[src/rtl/seg7_scan_driver.sv]
// ============================================================================
// seg7_scan_driver : N-digit multiplexed 7-segment driver with a sequential
//                    double-dabble converter, leading-zero blanking and overflow dash.
// Revision: 1.0
// ============================================================================
`default_nettype none

module seg7_scan_driver #(
   parameter int N_DIGITS        = 2,
   parameter int BIN_W           = 8,
   parameter int SCAN_DIV        = 27000,
   parameter int ACTIVE_HIGH_SEG = 1,
   parameter int ACTIVE_HIGH_DIG = 1,
   parameter int LZ_BLANK        = 1
) (
   input  logic                clk,
   input  logic                rst_n,
   input  logic                load,
   input  logic [BIN_W-1:0]    value,
   output logic                busy,
   output logic                ovf,
   output logic [6:0]          seg,
   output logic [N_DIGITS-1:0] dig
);

   localparam int BCD_W  = 4 * N_DIGITS;
   localparam int STEP_W = (BIN_W > 1) ? $clog2(BIN_W) : 1;
   localparam int SCAN_W = (SCAN_DIV > 1) ? $clog2(SCAN_DIV) : 1;
   localparam int DIG_W  = (N_DIGITS > 1) ? $clog2(N_DIGITS) : 1;

   localparam logic [6:0] SEG_ZERO  = 7'b1111110;
   localparam logic [6:0] SEG_BLANK = 7'b0000000;
   localparam logic [6:0] SEG_DASH  = 7'b0000001;

   localparam logic [N_DIGITS-1:0] DIG0_RAW = N_DIGITS'(1);

   typedef enum logic [0:0] {
      ST_IDLE = 1'b0,
      ST_CONV = 1'b1
   } state_t;

   state_t              state_q,    state_d;
   logic [STEP_W-1:0]   step_q,     step_d;
   logic [BCD_W-1:0]    bcd_q,      bcd_d;
   logic [BIN_W-1:0]    shift_q,    shift_d;
   logic                sticky_q,   sticky_d;
   logic [BCD_W-1:0]    buf_q,      buf_d;
   logic                ovf_q,      ovf_d;
   logic [SCAN_W-1:0]   scan_cnt_q, scan_cnt_d;
   logic [DIG_W-1:0]    dig_idx_q,  dig_idx_d;
   logic [6:0]          seg_q,      seg_d;
   logic [N_DIGITS-1:0] dig_q,      dig_d;

   logic [BCD_W-1:0]    bcd_adj;
   logic [BCD_W-1:0]    bcd_shift;
   logic [BIN_W-1:0]    shift_next;
   logic                carry_out;
   logic                step_last;
   logic                scan_wrap;
   logic [N_DIGITS-1:0] dig_raw;

   function automatic logic [6:0] encode_bcd(input logic [3:0] nib);
      logic [6:0] p;
      case (nib)
         4'd0:    p = 7'b1111110;
         4'd1:    p = 7'b0110000;
         4'd2:    p = 7'b1101101;
         4'd3:    p = 7'b1111001;
         4'd4:    p = 7'b0110011;
         4'd5:    p = 7'b1011011;
         4'd6:    p = 7'b1011111;
         4'd7:    p = 7'b1110000;
         4'd8:    p = 7'b1111111;
         4'd9:    p = 7'b1111011;
         default: p = SEG_BLANK;
      endcase
      return p;
   endfunction

   // A digit is a leading zero when it and every more significant digit are zero.
   function automatic logic [6:0] digit_pattern(input logic [DIG_W-1:0] idx,
                                                input logic [BCD_W-1:0] bcd,
                                                input logic             ovf_flag);
      logic       upper_zero;
      logic [3:0] nib;
      logic [6:0] p;
      upper_zero = 1'b1;
      nib        = 4'd0;
      for (int i = 0; i < N_DIGITS; i++) begin
         if (i >= int'(idx)) upper_zero = upper_zero & (bcd[4*i +: 4] == 4'd0);
         if (i == int'(idx)) nib = bcd[4*i +: 4];
      end
      if (ovf_flag)
         p = SEG_DASH;
      else if ((LZ_BLANK != 0) && (idx != '0) && upper_zero)
         p = SEG_BLANK;
      else
         p = encode_bcd(nib);
      return (ACTIVE_HIGH_SEG != 0) ? p : ~p;
   endfunction

   // One double-dabble step: add 3 to nibbles >= 5, then shift left through the BCD.
   always_comb begin
      bcd_adj = bcd_q;
      for (int i = 0; i < N_DIGITS; i++) begin
         if (bcd_q[4*i +: 4] >= 4'd5) bcd_adj[4*i +: 4] = bcd_q[4*i +: 4] + 4'd3;
      end
      {carry_out, bcd_shift, shift_next} = {bcd_adj, shift_q, 1'b0};
   end

   assign step_last = (step_q == STEP_W'(BIN_W - 1));

   always_comb begin
      state_d  = state_q;
      step_d   = step_q;
      bcd_d    = bcd_q;
      shift_d  = shift_q;
      sticky_d = sticky_q;
      buf_d    = buf_q;
      ovf_d    = ovf_q;
      case (state_q)
         ST_IDLE: begin
            if (load) begin
               state_d  = ST_CONV;
               step_d   = '0;
               bcd_d    = '0;
               shift_d  = value;
               sticky_d = 1'b0;
            end
         end
         ST_CONV: begin
            bcd_d    = bcd_shift;
            shift_d  = shift_next;
            sticky_d = sticky_q | carry_out;
            step_d   = step_q + STEP_W'(1);
            if (step_last) begin
               state_d = ST_IDLE;
               buf_d   = bcd_shift;
               ovf_d   = sticky_q | carry_out;
            end
         end
         default: state_d = ST_IDLE;
      endcase
   end

   // Segment pattern is latched only at slot boundaries so a digit never changes mid-slot.
   assign scan_wrap = (scan_cnt_q == SCAN_W'(SCAN_DIV - 1));

   always_comb begin
      scan_cnt_d = scan_cnt_q + SCAN_W'(1);
      dig_idx_d  = dig_idx_q;
      seg_d      = seg_q;
      dig_d      = dig_q;
      dig_raw    = '0;
      if (scan_wrap) begin
         scan_cnt_d = '0;
         if (dig_idx_q == DIG_W'(N_DIGITS - 1))
            dig_idx_d = '0;
         else
            dig_idx_d = dig_idx_q + DIG_W'(1);
         for (int i = 0; i < N_DIGITS; i++) dig_raw[i] = (int'(dig_idx_d) == i);
         dig_d = (ACTIVE_HIGH_DIG != 0) ? dig_raw : ~dig_raw;
         seg_d = digit_pattern(dig_idx_d, buf_q, ovf_q);
      end
   end

   always_ff @(posedge clk) begin
      if (!rst_n) begin
         state_q    <= ST_IDLE;
         step_q     <= '0;
         bcd_q      <= '0;
         shift_q    <= '0;
         sticky_q   <= 1'b0;
         buf_q      <= '0;
         ovf_q      <= 1'b0;
         scan_cnt_q <= '0;
         dig_idx_q  <= '0;
         seg_q      <= (ACTIVE_HIGH_SEG != 0) ? SEG_ZERO : ~SEG_ZERO;
         dig_q      <= (ACTIVE_HIGH_DIG != 0) ? DIG0_RAW : ~DIG0_RAW;
      end else begin
         state_q    <= state_d;
         step_q     <= step_d;
         bcd_q      <= bcd_d;
         shift_q    <= shift_d;
         sticky_q   <= sticky_d;
         buf_q      <= buf_d;
         ovf_q      <= ovf_d;
         scan_cnt_q <= scan_cnt_d;
         dig_idx_q  <= dig_idx_d;
         seg_q      <= seg_d;
         dig_q      <= dig_d;
      end
   end

   assign busy = (state_q == ST_CONV);
   assign ovf  = ovf_q;
   assign seg  = seg_q;
   assign dig  = dig_q;

endmodule

`default_nettype wire

[config.mk]
export PLATFORM = sky130hd
export DESIGN_NAME = seg7_scan_driver
export DESIGN_NICKNAME = d
export VERILOG_FILES = /design/src/rtl/seg7_scan_driver.sv
export SDC_FILE = /design/constraint.sdc
export NUM_CORES = 1
export LEC_CHECK = 0
export ABC_CLOCK_PERIOD_IN_PS = 3100
export CORE_ASPECT_RATIO = 1.1
export CORE_MARGIN = 4
export CORE_UTILIZATION = 45
export DETAILED_ROUTE_END_ITERATION = 12
export PLACE_DENSITY = 0.62
export SLEW_MARGIN = 40
export SYNTH_ARGS = -nofsm -noshare
export SYNTH_HDL_FRONTEND = slang
export SYNTH_SLANG_ARGS = --single-unit
[constraint.sdc]
create_clock -name clk -period 3.1 [get_ports clk]
set_clock_uncertainty 0.2 [all_clocks]
set_input_delay 0.31 -clock clk [delete_from_list [all_inputs] [get_ports clk]]
set_output_delay 0.31 -clock clk [all_outputs]
set_load 0.005 [all_outputs]
Word level (Yosys, flattened, before mapping)

Memories as Yosys holds them, arrays and structs flattened.
Index checks and enable logic that the tools add are counted.

Reduce and logical (&&, ||, !) cells: 5
Add/sub/neg operators: 5
Bitwise gates (word level): 5
Magnitude comparators: 3
Div/mod/pow operators: 0
Eq/ne operators: 3
Multiply operators: 0
Shift operators: 0
Muxes and demuxes: 22

Operator list:

| operator                | count |
|---|---|
| $pmux W8 S2             | 2 |
| $mux W4                 | 4 |
| $mux W8                 | 2 |
| $add A15 B1 Y15 const B | 1 |
| $eq A15 B15 Y1 const B  | 1 |
| $mux W7                 | 2 |
| $add A4 B2 Y4 const B   | 2 |
| $ge A4 B3 Y1 const B    | 2 |
| $logic_not A4 Y1        | 2 |
| $mux W1                 | 8 |
| $pmux W3 S2             | 1 |
| $pmux W1 S2             | 2 |
| $add A3 B1 Y3 const B   | 1 |
| $eq A3 B3 Y1 const B    | 1 |
| $mux W3                 | 1 |
| $not A1 Y1              | 3 |
| $ne A2 B2 Y1 const B    | 1 |
| $reduce_and A2 Y1       | 1 |
| $reduce_or A2 Y1        | 1 |
| $add A1 B1 Y1 const B   | 1 |
| $and A1 B1 Y1           | 1 |
| $ge A1 B1 Y1 const A    | 1 |
| $logic_and A1 B1 Y1     | 1 |
| $or A1 B1 Y1            | 1 |

ROM bits: 112
Memories kept: 1
Word-level logic and storage cells: 55
Bits in latches: 0
Register bits after elaboration: 55
Bits in writable memories: 0
Output and inout port bits: 11

Memories:

| name             | words | width | read ports | clocked after Yosys merged registers in | write ports | RTL line | source |
|---|---|---|---|---|---|---|---|
| (name not given) | 16    | 7     | 1          | 0                                       | 0           | 64       | `case (nib)` |

Logic depth before layout (Yosys ltp)

Gate-level depths: netlist of run 1.

Depth in word-level cells: 11
Depth in mapped cells: 8
Mapped depth without buffers: 7

Worst setup path before layout of run 1

OpenSTA, ideal clock, no wires.

Path kind: flip-flop to flip-flop
Start: register scan_cnt_q[0]
End: register dig_idx_q
Setup slack: 918 ps
Library setup time: 115 ps
Data arrival time: 1867 ps
Data required time: 2785 ps
Cell stages (with the launch flop): 7
Cells stage by stage: dfxtp_1 ha_1 or4b_1 or4_4 buf_2 xnor2_1 and2_1

Word-level cells in the longest chain between the ends: 1

RTL lines:

| element                | RTL line | source |
|---|---|---|
| start, declared        | 49       | `logic [SCAN_W-1:0] scan_cnt_q, scan_cnt_d;` |
| start signal, assigned | 188      | `scan_cnt_q <= scan_cnt_d;` |
| $eq A15 B15 Y1         | 147      | `assign scan_wrap = (scan_cnt_q == SCAN_W'(SCAN_DIV - 1));` |
| end signal, assigned   | 189      | `dig_idx_q <= dig_idx_d;` |
| end, declared          | 50       | `logic [DIG_W-1:0] dig_idx_q, dig_idx_d;` |

Every way passes these cells.
A chain may end at the register's enable or synchronous reset.

Worst setup path in the final report of run 1

Start: register scan_cnt_q[0]
End: register scan_cnt_q[6]

Word-level cells in the longest chain between the ends: 2

RTL lines:

| element |
|---|
| branches (longest 2 deep; another with $add A15 B1 Y15) |

Several ways; the timed one is not identified.

==> impl_metrics.yaml, run 1 <==
run_status:
  status: "finished, final reports clean"
timing:
  hold_viol: 0
  fin_crit_sh: 0.771
  rsz0062_at_grt: "no"
  setup_viol: 0
  tightest_slew_ns: 0.619
  clock.fmax_ghz: 0.419
  tns_ns: 0
  slew_headroom: 0.587
  slew_violations: 0
  fin_crit_ns: 2.39
critical_path:
  endpoint_kind: "flip-flop"
  arrival_ns: 2.38
  critical_path_required_ns: 3.09
  critical_path_class: "flip-flop to flip-flop"
  crit_path_start_kind: "flip-flop"
  critPathMaxFanout: 14
yosys:
  synth_common_cells: "dfxtp_1, nand2_1, nor2_1"
  synthFlopType: "dfxtp_1"
  syn-num-nets: 328
  yosys_warnings: 0
  async_reset_ff_frac: 0
  ys_seq_elements: 54
  syn_area_um2: 2640
  synth_cells: 305
  synth.area.top_cells: "dfxtp_1, nand2_1, ha_1, mux2i_1, nor2_1"
  synthDistinctLibCells: 40
  synth_edf_count: 0
  synth_top_area_cell: "dfxtp_1"
  avgSynthCellArea_um2: 8.65
  yosys.area.top_type_share: 0.410
  yosysMostFrequentCell: "dfxtp_1"
  synth_seq_area_share: 0.410
cells_and_area:
  design_area_um2: 3020
  drive_above_1_share: 0.0559
  antenna_cells: 0
  num-nets-final: 344
  syn_to_final_growth_pct: 14.5
  fill_cells: 557
  final_core_util: 0.545
clock_tree:
  numClockSinks: 54
  cts_resized: 0
  clk_latency_ns: 0.31
  path_clk_slew_ns: 0.10
  clockBufferDepth: 2
  cts_inserted_buffers: 5
  cts_max_level: 2
  cts_setup_buffers: 0
  cts_hold_buffers: 0
  cts_tree: "yes"
  root_buffer: "clkbuf_8"
global_route:
  antenna_found_initial: 0
  grt_pass1_wl_um: 8500
  grt_max_degree: 32
  overflow: 0
  grt_pass1_vias: 1960
  grt_util_all_layers: 0.148
place:
  dpl_cell_area_um2: 2900
  gp_congestion: 0.803
  portBuffers: 21
  dp_hpwl_um: 3410
drt:
  vias_per_cell: 5.02
  drt-total-wl_um: 4680
  drt-wirelength-per-cell_um: 11.8
  dr.first_iter.drc_count: 79
  drc: 0
  dr_total_vias: 1992
  drt_first_pass_iters: 4
  postRouteAntennaNets: 0
floorplan:
  dieArea_um2: 7150
  die_h_um: 88.3
  num_rows: 28
  start_util: 0.476
  ios: 22
  coreArea_um2: 5540
  dieWidth_um: 81.0
min_path:
  hold_class: "flip-flop to flip-flop"
pwr:
  irDropWorstVdd_uv: 293
  power_density_nw_per_um2: 424
  p_leak_nw: 1.22
job:
  maxCapViolations: 0
-- worst paths after layout --
path	startpoint	end	slack (ns)	depth (start not counted)
worst max-delay path	scan_cnt_q[0]	scan_cnt_q[6]	0.71	5
worst min-delay path	buf_q[0]	buf_q[0]	0.27	2
worst max register to register	scan_cnt_q[0]	scan_cnt_q[6]	0.71	5
worst min register to register	buf_q[0]	buf_q[0]	0.27	2
-- report_power, final --
part	internal [mW]	leakage, nW	switching [mW]	total, mW
sequential	0.706	0.438	0.0119	0.718
combinational	0.0374	0.725	0.0335	0.0709
clock	0.246	0.0563	0.245	0.491
total	0.989	1.22	0.290	1.28
-- layer usage --
metal  global-route usage  vias up  wire length (µm)
li1                     -     1066                 -
met1                0.178      891              2210
met2                0.258       27              2260
met3               0.0336        8               145
met4               0.0507        0                69
met5                    0        -                 0
-- per-stage QoR --
step           setup slack [ns]  total power, mW  hold slack [ns]  std cells
2_1_floorplan             0.918            0.779            0.230        305
3_3_place_gp              0.769            0.806            0.240        389
3_5_place_dp              0.706            0.806            0.261        389
4_1_cts                   0.695             1.30            0.275        397
5_1_grt                   0.539             1.34            0.303        397
6_report                  0.711             1.28            0.270        397
-- cell usage in the layout, fill, tap and decap left out, types with 2 or more instances in the layout --
| master | instances |
|---|---|
| inv_1 | 7 |
| ha_1 | 12 |
| a21oi_1 | 15 |
| o211ai_1 | 4 |
| nand2b_1 | 4 |
| nor3_1 | 7 |
| mux2i_1 | 15 |
| a21boi_0 | 6 |
| nand3_1 | 9 |
| nand2_1 | 47 |
| and3_1 | 4 |
| nand4_1 | 2 |
| o21ai_0 | 12 |
| nor2b_1 | 10 |
| xor2_1 | 8 |
| o211a_1 | 5 |
| nor2_1 | 23 |
| buf_4 | 3 |
| xnor2_1 | 8 |
| clkdlybuf4s50_1 | 21 |
| nand4b_1 | 2 |
| nor3b_1 | 9 |
| clkbuf_8 | 5 |
| and2_1 | 11 |
| dfxtp_1 | 54 |
| mux2_2 | 2 |
-- registers in the layout, indices dropped and copies added (netlist names) --
name / cells
scan_cnt_q: 15
bcd_q: 8
buf_q: 8
shift_q: 8
seg: 7
step_q: 3
busy: 1
dig: 1
dig_idx_q: 1
ovf: 1
sticky_q: 1
-- worst max-delay path, cell delays in order, from the launching register on --
cell and delay [ns]:
dfxtp_1 0.38, ha_1 0.21, or4b_1 0.43, or4_4 0.53
nand2_1 0.41, nor2_1 0.10
-- logic make-up after synthesis --
logic type / synth area share
fa+ha+maj: 0.0569
simple gates: 0.258
flops: 0.410
compound gates: 0.118
mux: 0.0697
buf+inv: 0.0351
xor+xnor: 0.0531
-- cell type report --
| cell class | instances | area (µm²) | share of cell area |
|---|---|---|---|
| Clock buffer | 5 | 68.8 | 0.0228 |
| Clock inverter | 3 | 48.8 | 0.0162 |
| Inverter | 8 | 30.0 | 0.00995 |
| Multi-Input combinational cell | 228 | 1460 | 0.485 |
| Sequential cell | 54 | 1080 | 0.358 |
| Tap cell | 75 | 93.8 | 0.0311 |
| Timing Repair Buffer | 24 | 233 | 0.0771 |
No activity file was read; power rests on OpenSTA's default activity.
==> run 2: changes to the inputs <==
Settings changed: ABC_CLOCK_PERIOD_IN_PS 3100 to 2330.
Clock period 3.1 ns to 2.33 ns, I/O delays scaled along.
==> impl_metrics.yaml, run 2 (synthesis results as in run 1) <==
global_route:
  overflow: 0
  grt_pass1_wl_um: 8380
  grt_util_all_layers: 0.147
  grt_max_degree: 33
  grt_pass1_vias: 1928
  antenna_found_initial: 0
place:
  portBuffers: 21
  gp_congestion: 0.805
  place_ws_ns: 0.0521
  dp_cells: 394
  dp_hpwl_um: 3410
cells_and_area:
  largest_reg_flops: 15
  fill_cells: 559
  layout_commonest_cell: "dfxtp_1"
  syn_to_final_growth_pct: 16.8
  num-nets-final: 352
  multi_input_area_um2: 1480
  antenna_cells: 0
  drive_above_1_share: 0.0881
  fin_cells: 404
  mostFrequentLayoutCells: "dfxtp_1, nand2_1, nor2_1, clkdlybuf4s50_1"
  top_register: "scan_cnt_q"
  seq_area_um2: 1090
clock_tree:
  cts_inserted_buffers: 5
  cts_max_level: 2
  cts_tree: "yes"
  clk_latency_ns: 0.30
  clockBufferDepth: 2
  numClockSinks: 54
  root_buffer: "clkbuf_8"
  path_clk_slew_ns: 0.09
  cts_hold_buffers: 0
floorplan:
  die_h_um: 88.3
  dieWidth_um: 81.0
  start_util: 0.476
  dieArea_um2: 7150
  num_rows: 28
  ios: 22
  coreArea_um2: 5540
critical_path:
  crit_path_start_kind: "flip-flop"
  arrival_ns: 2.25
  r2r_start: "scan_cnt_q[1]"
  max_stage_delay_ns: 0.57
  cp_cell_sequence: "ha_4 -> or4b_4 -> or4_4 -> buf_4 -> xnor2_1 -> and2_1"
  path_delay_family: "simple AND/OR/NAND/NOR gates"
  critical_path_required_ns: 2.33
  endpoint_kind: "flip-flop"
  cp_num_buf_inv: 1
  worstRegToRegCells: 6
  reg2reg_slack_ns: 0.08
  critical_path_class: "flip-flop to flip-flop"
  r2r_end: "dig_idx_q"
  critPathSlowestCell: "or4_4"
  critPathMaxFanout: 4
min_path:
  holdPathEnd: "scan_cnt_q[0]"
  min_from: "scan_cnt_q[0]"
  holdPathStages: 1
  hold_class: "flip-flop to flip-flop"
timing:
  slew_headroom: 0.654
  tns_ns: 0
  fin_crit_ns: 2.25
  tightest_slew_ns: 0.505
  fin_crit_sh: 0.966
  slew_violations: 0
  rsz0062_at_grt: "yes"
  clock.fmax_ghz: 0.444
  hold_viol: 0
  hold_slack_ns: 0.257
  setup_viol: 0
  worst_slack_ns: 0.0796
drt:
  drt_first_pass_iters: 4
  dr_total_vias: 2025
  vias_per_cell: 5.01
  dr.first_iter.drc_count: 53
  drt-wirelength-per-cell_um: 11.5
  drt-total-wl_um: 4670
  postRouteAntennaNets: 0
  drc: 0
pwr:
  irDropWorstVdd_uv: 353
  p_total_mw: 1.56
  power_density_nw_per_um2: 506
  p_leak_nw: 1.25
job:
  maxCapViolations: 0
run_status:
  status: "finished, final reports clean"
-- run 2: repair_timing --
| item | in CTS | in global routing |
|---|---|---|
| setup buffers | 0 | 3 |
| endpoints found under the setup margin | 0 | 20 |
| resized for setup | 0 | 7 |
-- run 2: area by class of cell --
| type | count | area share |
|---|---|---|
| multi-input combinational | 228 | 0.480 |
| sequential | 54 | 0.353 |
| timing repair buffer | 32 | 0.0991 |
| tap | 75 | 0.0305 |
| clock buffer | 5 | 0.0223 |
| inverter | 8 | 0.00974 |
| clock inverter | 2 | 0.00487 |
-- run 2: power by group --
part / switching [mW] / total [mW] / internal [mW]
combinational: 0.0491 / 0.108 / 0.0587
sequential: 0.0143 / 0.953 / 0.939
clock: 0.293 / 0.499 / 0.206
total: 0.357 / 1.56 / 1.20
-- run 2: per-layer routing --
layer / vias up / global-route usage / share of wire
met5: - / 0 / 0
met1: 909 / 0.172 / 0.46
met4: 0 / 0.0599 / 0.015
met3: 5 / 0.0295 / 0.036
met2: 30 / 0.261 / 0.49
li1: 1081 / - / -
-- run 2: per-stage QoR --
stage / cell area, µm² / util
detailed placement: 2950 / 0.533
CTS: 3040 / 0.548
global route: 3080 / 0.557
floorplan: 2640 / -
finish: 3080 / 0.557
global placement: 2950 / 0.533
-- run 2: how the worst max path moves through the flow --
stage / depth (start not counted) / from / end / slack, ns
after detailed placement: 6 / scan_cnt_q[0] / seg[3] / 0.05
after global routing: 6 / scan_cnt_q[0] / seg[4] / -0.03
after CTS: 6 / scan_cnt_q[0] / seg[3] / 0.02
after global placement: 6 / scan_cnt_q[0] / seg[5] / 0.13
after floorplan: 6 / scan_cnt_q[0] / dig_idx_q / 0.15
final: 6 / scan_cnt_q[1] / dig_idx_q / 0.08
==> run 3: changes to the inputs <==
Settings changed: CORE_UTILIZATION 45 to 57, CTS_BUF_LIST set to sky130_fd_sc_hd__clkbuf_16, PLACE_DENSITY 0.62 to 0.77.
==> impl_metrics.yaml, run 3 (synthesis results as in run 1) <==
global_route:
  grt_pass1_vias: 1931
  grt_pass1_wl_um: 8360
  overflow: 0
  grt_util_all_layers: 0.181
  antenna_found_initial: 0
  grt_max_degree: 33
timing:
  clock.fmax_ghz: 0.444
  fin_crit_ns: 2.25
  setup_viol: 0
  tightest_slew_ns: 0.517
  slew_headroom: 0.645
  fin_crit_sh: 0.967
  slew_violations: 0
  tns_ns: 0
  hold_viol: 0
critical_path:
  cp_cell_sequence: "ha_4 -> or4b_1 -> or4_4 -> nor3_4 -> nand2_2 -> o211ai_1"
  critPathSlowestCell: "or4_4"
  max_stage_delay_ns: 0.56
  critical_path_required_ns: 2.34
  path_depth: 6
  endpoint_kind: "flip-flop"
  path_delay_family: "simple AND/OR/NAND/NOR gates"
  r2r_end: "seg[3]"
  crit_path_start_kind: "flip-flop"
  cp_num_buf_inv: 0
  critical_path_class: "flip-flop to flip-flop"
  r2r_start: "scan_cnt_q[1]"
  cp-endpoint: "seg[3]"
  worstRegToRegCells: 6
  arrival_ns: 2.26
  critPathMaxFanout: 5
  crit_start: "scan_cnt_q[1]"
  reg2reg_slack_ns: 0.08
clock_tree:
  cts_tree: "yes"
  path_clk_slew_ns: 0.07
  root_buffer: "clkbuf_16"
  clockBufferDepth: 2
  cts_max_level: 2
  clk_latency_ns: 0.29
  numClockSinks: 54
  cts_inserted_buffers: 5
  cts_hold_buffers: 0
drt:
  dr_total_vias: 2015
  postRouteAntennaNets: 0
  vias_per_cell: 5.27
  drt_first_pass_iters: 4
  drt-total-wl_um: 4740
  drc: 0
  dr.first_iter.drc_count: 125
  drt-wirelength-per-cell_um: 12.4
cells_and_area:
  syn_to_final_growth_pct: 18.4
  top_register: "scan_cnt_q"
  antenna_cells: 0
  num-nets-final: 351
  multi_input_area_um2: 1480
  drive_above_1_share: 0.0823
  largest_reg_flops: 15
  layout_commonest_cell: "dfxtp_1"
  seq_area_um2: 1090
  mostFrequentLayoutCells: "dfxtp_1, nand2_1, nor2_1, clkdlybuf4s50_1"
  fill_cells: 354
floorplan:
  num_rows: 25
  dieArea_um2: 5780
  coreArea_um2: 4380
  ios: 22
  die_h_um: 79.3
  dieWidth_um: 72.9
  start_util: 0.602
run_status:
  status: "finished, final reports clean"
place:
  portBuffers: 21
  gp_congestion: 0.829
  dp_hpwl_um: 3290
pwr:
  p_leak_nw: 1.28
  irDropWorstVdd_uv: 441
  power_density_nw_per_um2: 604
  p_total_mw: 1.89
min_path:
  min_from: "scan_cnt_q[0]"
  hold_class: "flip-flop to flip-flop"
job:
  maxCapViolations: 0
## run 3: cell count changes in the layout (fill, tap and decap cells not counted)
cell | previous run | this run
bufinv_16 | 0 | 1
dfxtp_4 | 2 | 1
or4b_1 | 0 | 1
clkbuf_16 | 0 | 5
clkbuf_8 | 5 | 0
dfxtp_2 | 0 | 1
clkinv_4 | 0 | 1
buf_4 | 10 | 9
clkinvlp_4 | 2 | 0
or4b_4 | 1 | 0
## run 3: area by class of cell
| type | count | share of cell area |
|---|---|---|
| sequential | 54 | 0.348 |
| clock inverter | 2 | 0.0124 |
| inverter | 8 | 0.00962 |
| clock buffer | 5 | 0.0401 |
| multi-input combinational | 228 | 0.473 |
| timing repair buffer | 31 | 0.0954 |
| tap | 54 | 0.0216 |
## run 3: timing repair
action                                  in CTS  in global routing
endpoints found under the setup margin       0                  5
resized for setup                            0                  5
buffers inserted                             0                  2
## run 3: per-layer routing
metal	vias up	routed length (µm)	track usage
met2	29	2280	0.305
met1	899	2230	0.221
met3	6	154	0.0367
met5	-	0	0
met4	0	72	0.0738
li1	1081	-	-
## run 3: how the worst min path moves through the flow
stage	to	slack, ns	cells after the start
2_1_floorplan	scan_cnt_q[0]	0.23	1
3_3_place_gp	scan_cnt_q[0]	0.24	1
3_5_place_dp	buf_q[0]	0.26	2
4_1_cts	scan_cnt_q[0]	0.27	1
5_1_grt	scan_cnt_q[0]	0.27	1
6_report	scan_cnt_q[0]	0.26	1
## run 3: worst reg2reg max path, delay by kind of cell (launching register included)
family	cells	cell delay (ns)
adders and majority gates	1	0.16
AOI/OAI and AO/OA	1	0.19
and+or+nand+nor	4	1.26
DFF	1	0.37
## run 3: metrics by stage
stage / util / cells / worst slack [ns] / hold slack [ns] / area [µm²]
after detailed placement: 0.668 / 373 / 0.0484 / 0.256 / 2930
after floorplan: - / 305 / 0.148 / 0.230 / 2640
after CTS: 0.705 / 380 / 0.0290 / 0.273 / 3090
final: 0.713 / 382 / 0.0757 / 0.257 / 3120
after global placement: 0.668 / 373 / 0.134 / 0.243 / 2930
after global routing: 0.713 / 382 / -0.0167 / 0.268 / 3120
## run 3: report_power, final
group	internal [mW]	switching [mW]	leakage [nW]	total, mW
clock network	0.503	0.322	0.0799	0.825
registers	0.939	0.0168	0.438	0.956
logic	0.0586	0.0474	0.762	0.106
==> RTL edit (flow settings as in run 3) <==
Change the parameter `SCAN_DIV` from 27000 to 54000.
--- a/src/rtl/seg7_scan_driver.sv
+++ b/src/rtl/seg7_scan_driver.sv
@@ -10,3 +10,3 @@
    parameter int BIN_W           = 8,
-   parameter int SCAN_DIV        = 27000,
+   parameter int SCAN_DIV        = 54000,
    parameter int ACTIVE_HIGH_SEG = 1,
Check against the original RTL: no difference found for any inputs over 10 cycles, from zero or initial values and one cycle with rst_n low; that may be too few to reach the edited logic, so the function may still have changed.
==> RTL edit against run 3 <==
- cell area shrank 1.6%
- total power fell by 6.9%
- synthesized cell count increased by 0.66%
- synthesized area rose by 1.3%
- sequential cell count increased by 1
- sequential share of layout area is 1.0 points higher
- wire length is 5.0% higher
- hold slack got worse by 0.0011 ns
- global-route usage up 0.21 points
- final cell count is 0.52% lower
- worst setup slack better by 0.086 ns
- via count is 3.8% higher
- die area grew 1.2%
- largest power group unchanged
==> RTL edit: results (changes against run 3) <==
Outcome
  • Run status: finished, final reports clean

Critical path
  • Max stage delay on crit path: 0.63 ns (+0.07 ns)
  • Crit path DAT: 2.18 ns (-0.08 ns)
  • Delay-heaviest family, CP: simple AND/OR/NAND/NOR gates
  • Slowest cell on crit path: or4_4
  • Worst Path Max Fanout: 12 (+7)

Layout
  • Max reg flops: 16 (+1)
  • N_diodes: 0 (unchanged)
  • Share of layout cells above drive strength 1: 5.828% (-2.4 points)
  • Final-stage net count: 350 (-0.28%)
  • Largest reg by FF count: scan_cnt_q

Clock network
  • Register clock-pin slew on the reported worst setup and hold paths: 0.06 ns
  • Worst-Skew Late Latency: 0.29 ns (about the same)
  • H-tree levels: 2 (unchanged)
  • Deepest clock path buffer count: 2 (unchanged)
  • Cts hold-fix bufs: 0 (unchanged)
  • CTS Buf Count: 5 (unchanged)
  • Root buf cell: clkbuf_16

Global route
  • Vias in the first global route: 1983 (+2.7%)
  • Initial antenna violation count: 0 (unchanged)
  • GRT Overall Usage: 18.28% (+0.21 points)
  • Largest net degree at the start of global routing: 26 (-21%)
  • First-pass GRT wire length: 8528 um (+2.0%)

Yosys
  • Async S/R FF share, synth: 0% (unchanged)
  • Sequential area share after synthesis: 41.20% (+0.21 points)
  • Yosys warning total: 0 (unchanged)
  • Post-synth top cells: dfxtp_1, nand2_1, nor2_1
  • Cell variety after synth: 40 (unchanged)
  • Syn_nets: 330 (+0.61%)
  • Synth top area cells: dfxtp_1, mux2i_1, ha_1

Worst hold path
  • Worst Hold Class: flop to flop

Power and ir drop
  • Max VDD drop: 0.3290 mV (-25%)
  • Leak pwr: 0.001274 uW (-0.51%)

STA
  • Slew @ Worst Pin: 0.5268 ns (+0.009803 ns)

Routing
  • First DRT Iteration DRCs: 104 (-17%)
  • DRT Pass-1 Iters: 6 (+2)
  • Via/cell ratio: 5.503 (+4.3%)
  • Final wirelength: 4974 um (+5.0%)

Placement
  • Port buffer count: 21 (unchanged)
  • Detail Placement HPWL: 3500 um (+6.3%)
  • GPL Wtd Cong: 0.8446 (+1.9%)
-- RTL edit: repair_timing --
action	4_1_cts	5_1_grt
setup buffers	0	0
resized for setup	0	1
endpoints found under the setup margin	0	14
-- RTL edit: layer usage --
| metal | vias to the layer above | global-route usage (%) | part of all wire (%) | wire, um |
|---|---|---|---|---|
| li1 | 1087 | - | - | - |
| met5 | - | 0 | 0 | 0 |
| met2 | 35 | 31.13 | 49 | 2436 |
| met1 | 959 | 21.42 | 45 | 2260 |
| met4 | 0 | 9.041 | 2.3 | 115 |
| met3 | 10 | 3.652 | 3.2 | 161 |
-- RTL edit: report_power, final --
group          total, uW  internal [uW]  switching, uW
combinational       99.5           51.7           47.8
sequential           970            956           13.4
clock                687            383            304
total               1760           1390            365
-- RTL edit: worst paths after layout --
| check | startpoint | endpoint | slack (ns) | cells after the start |
|---|---|---|---|---|
| worst min-delay path | scan_cnt_q[0] | scan_cnt_q[0] | 0.26 | 1 |
| worst min register to register | scan_cnt_q[0] | scan_cnt_q[0] | 0.26 | 1 |
| worst max-delay path | scan_cnt_q[0] | seg[1] | 0.16 | 6 |
| worst max register to register | scan_cnt_q[0] | seg[1] | 0.16 | 6 |
-- RTL edit: kinds of logic (layout without fill, tap and decap cells) --
| kind of cell | Yosys count | count (layout) | share of synthesized area [%] |
|---|---|---|---|
| xor gates and xnor gates | 17 | 17 | 5.571 |
| muxes | 19 | 19 | 7.163 |
| buffers and inverters | 25 | 44 | 3.839 |
| AOI/OAI and AO/OA | 45 | 45 | 10.63 |
| DFF | 55 | 55 | 41.20 |
| adders and majority gates | 12 | 12 | 5.618 |
| and+or+nand+nor | 134 | 134 | 25.98 |
-- RTL edit: layout make-up --
| type | instances | area, um^2 |
|---|---|---|
| multi-input cells | 227 | 1471 |
| fillers | 393 | 1338 |
| flip-flops and latches | 55 | 1101 |
| repair buffers | 29 | 270.3 |
| clock buffers | 5 | 125.1 |
| well taps | 54 | 67.56 |
| inverters | 9 | 33.78 |
| clock inverters | 1 | 3.754 |
-- RTL edit: metrics by stage --
step                instance area, um^2  worst slack [ns]  instances
global route                       3073          0.001387        380
detailed placement                 2942            0.1359        374
finish                             3073            0.1616        380
global placement                   2942            0.1770        374
CTS                                3070            0.1304        380
floorplan                          2673            0.3179        307
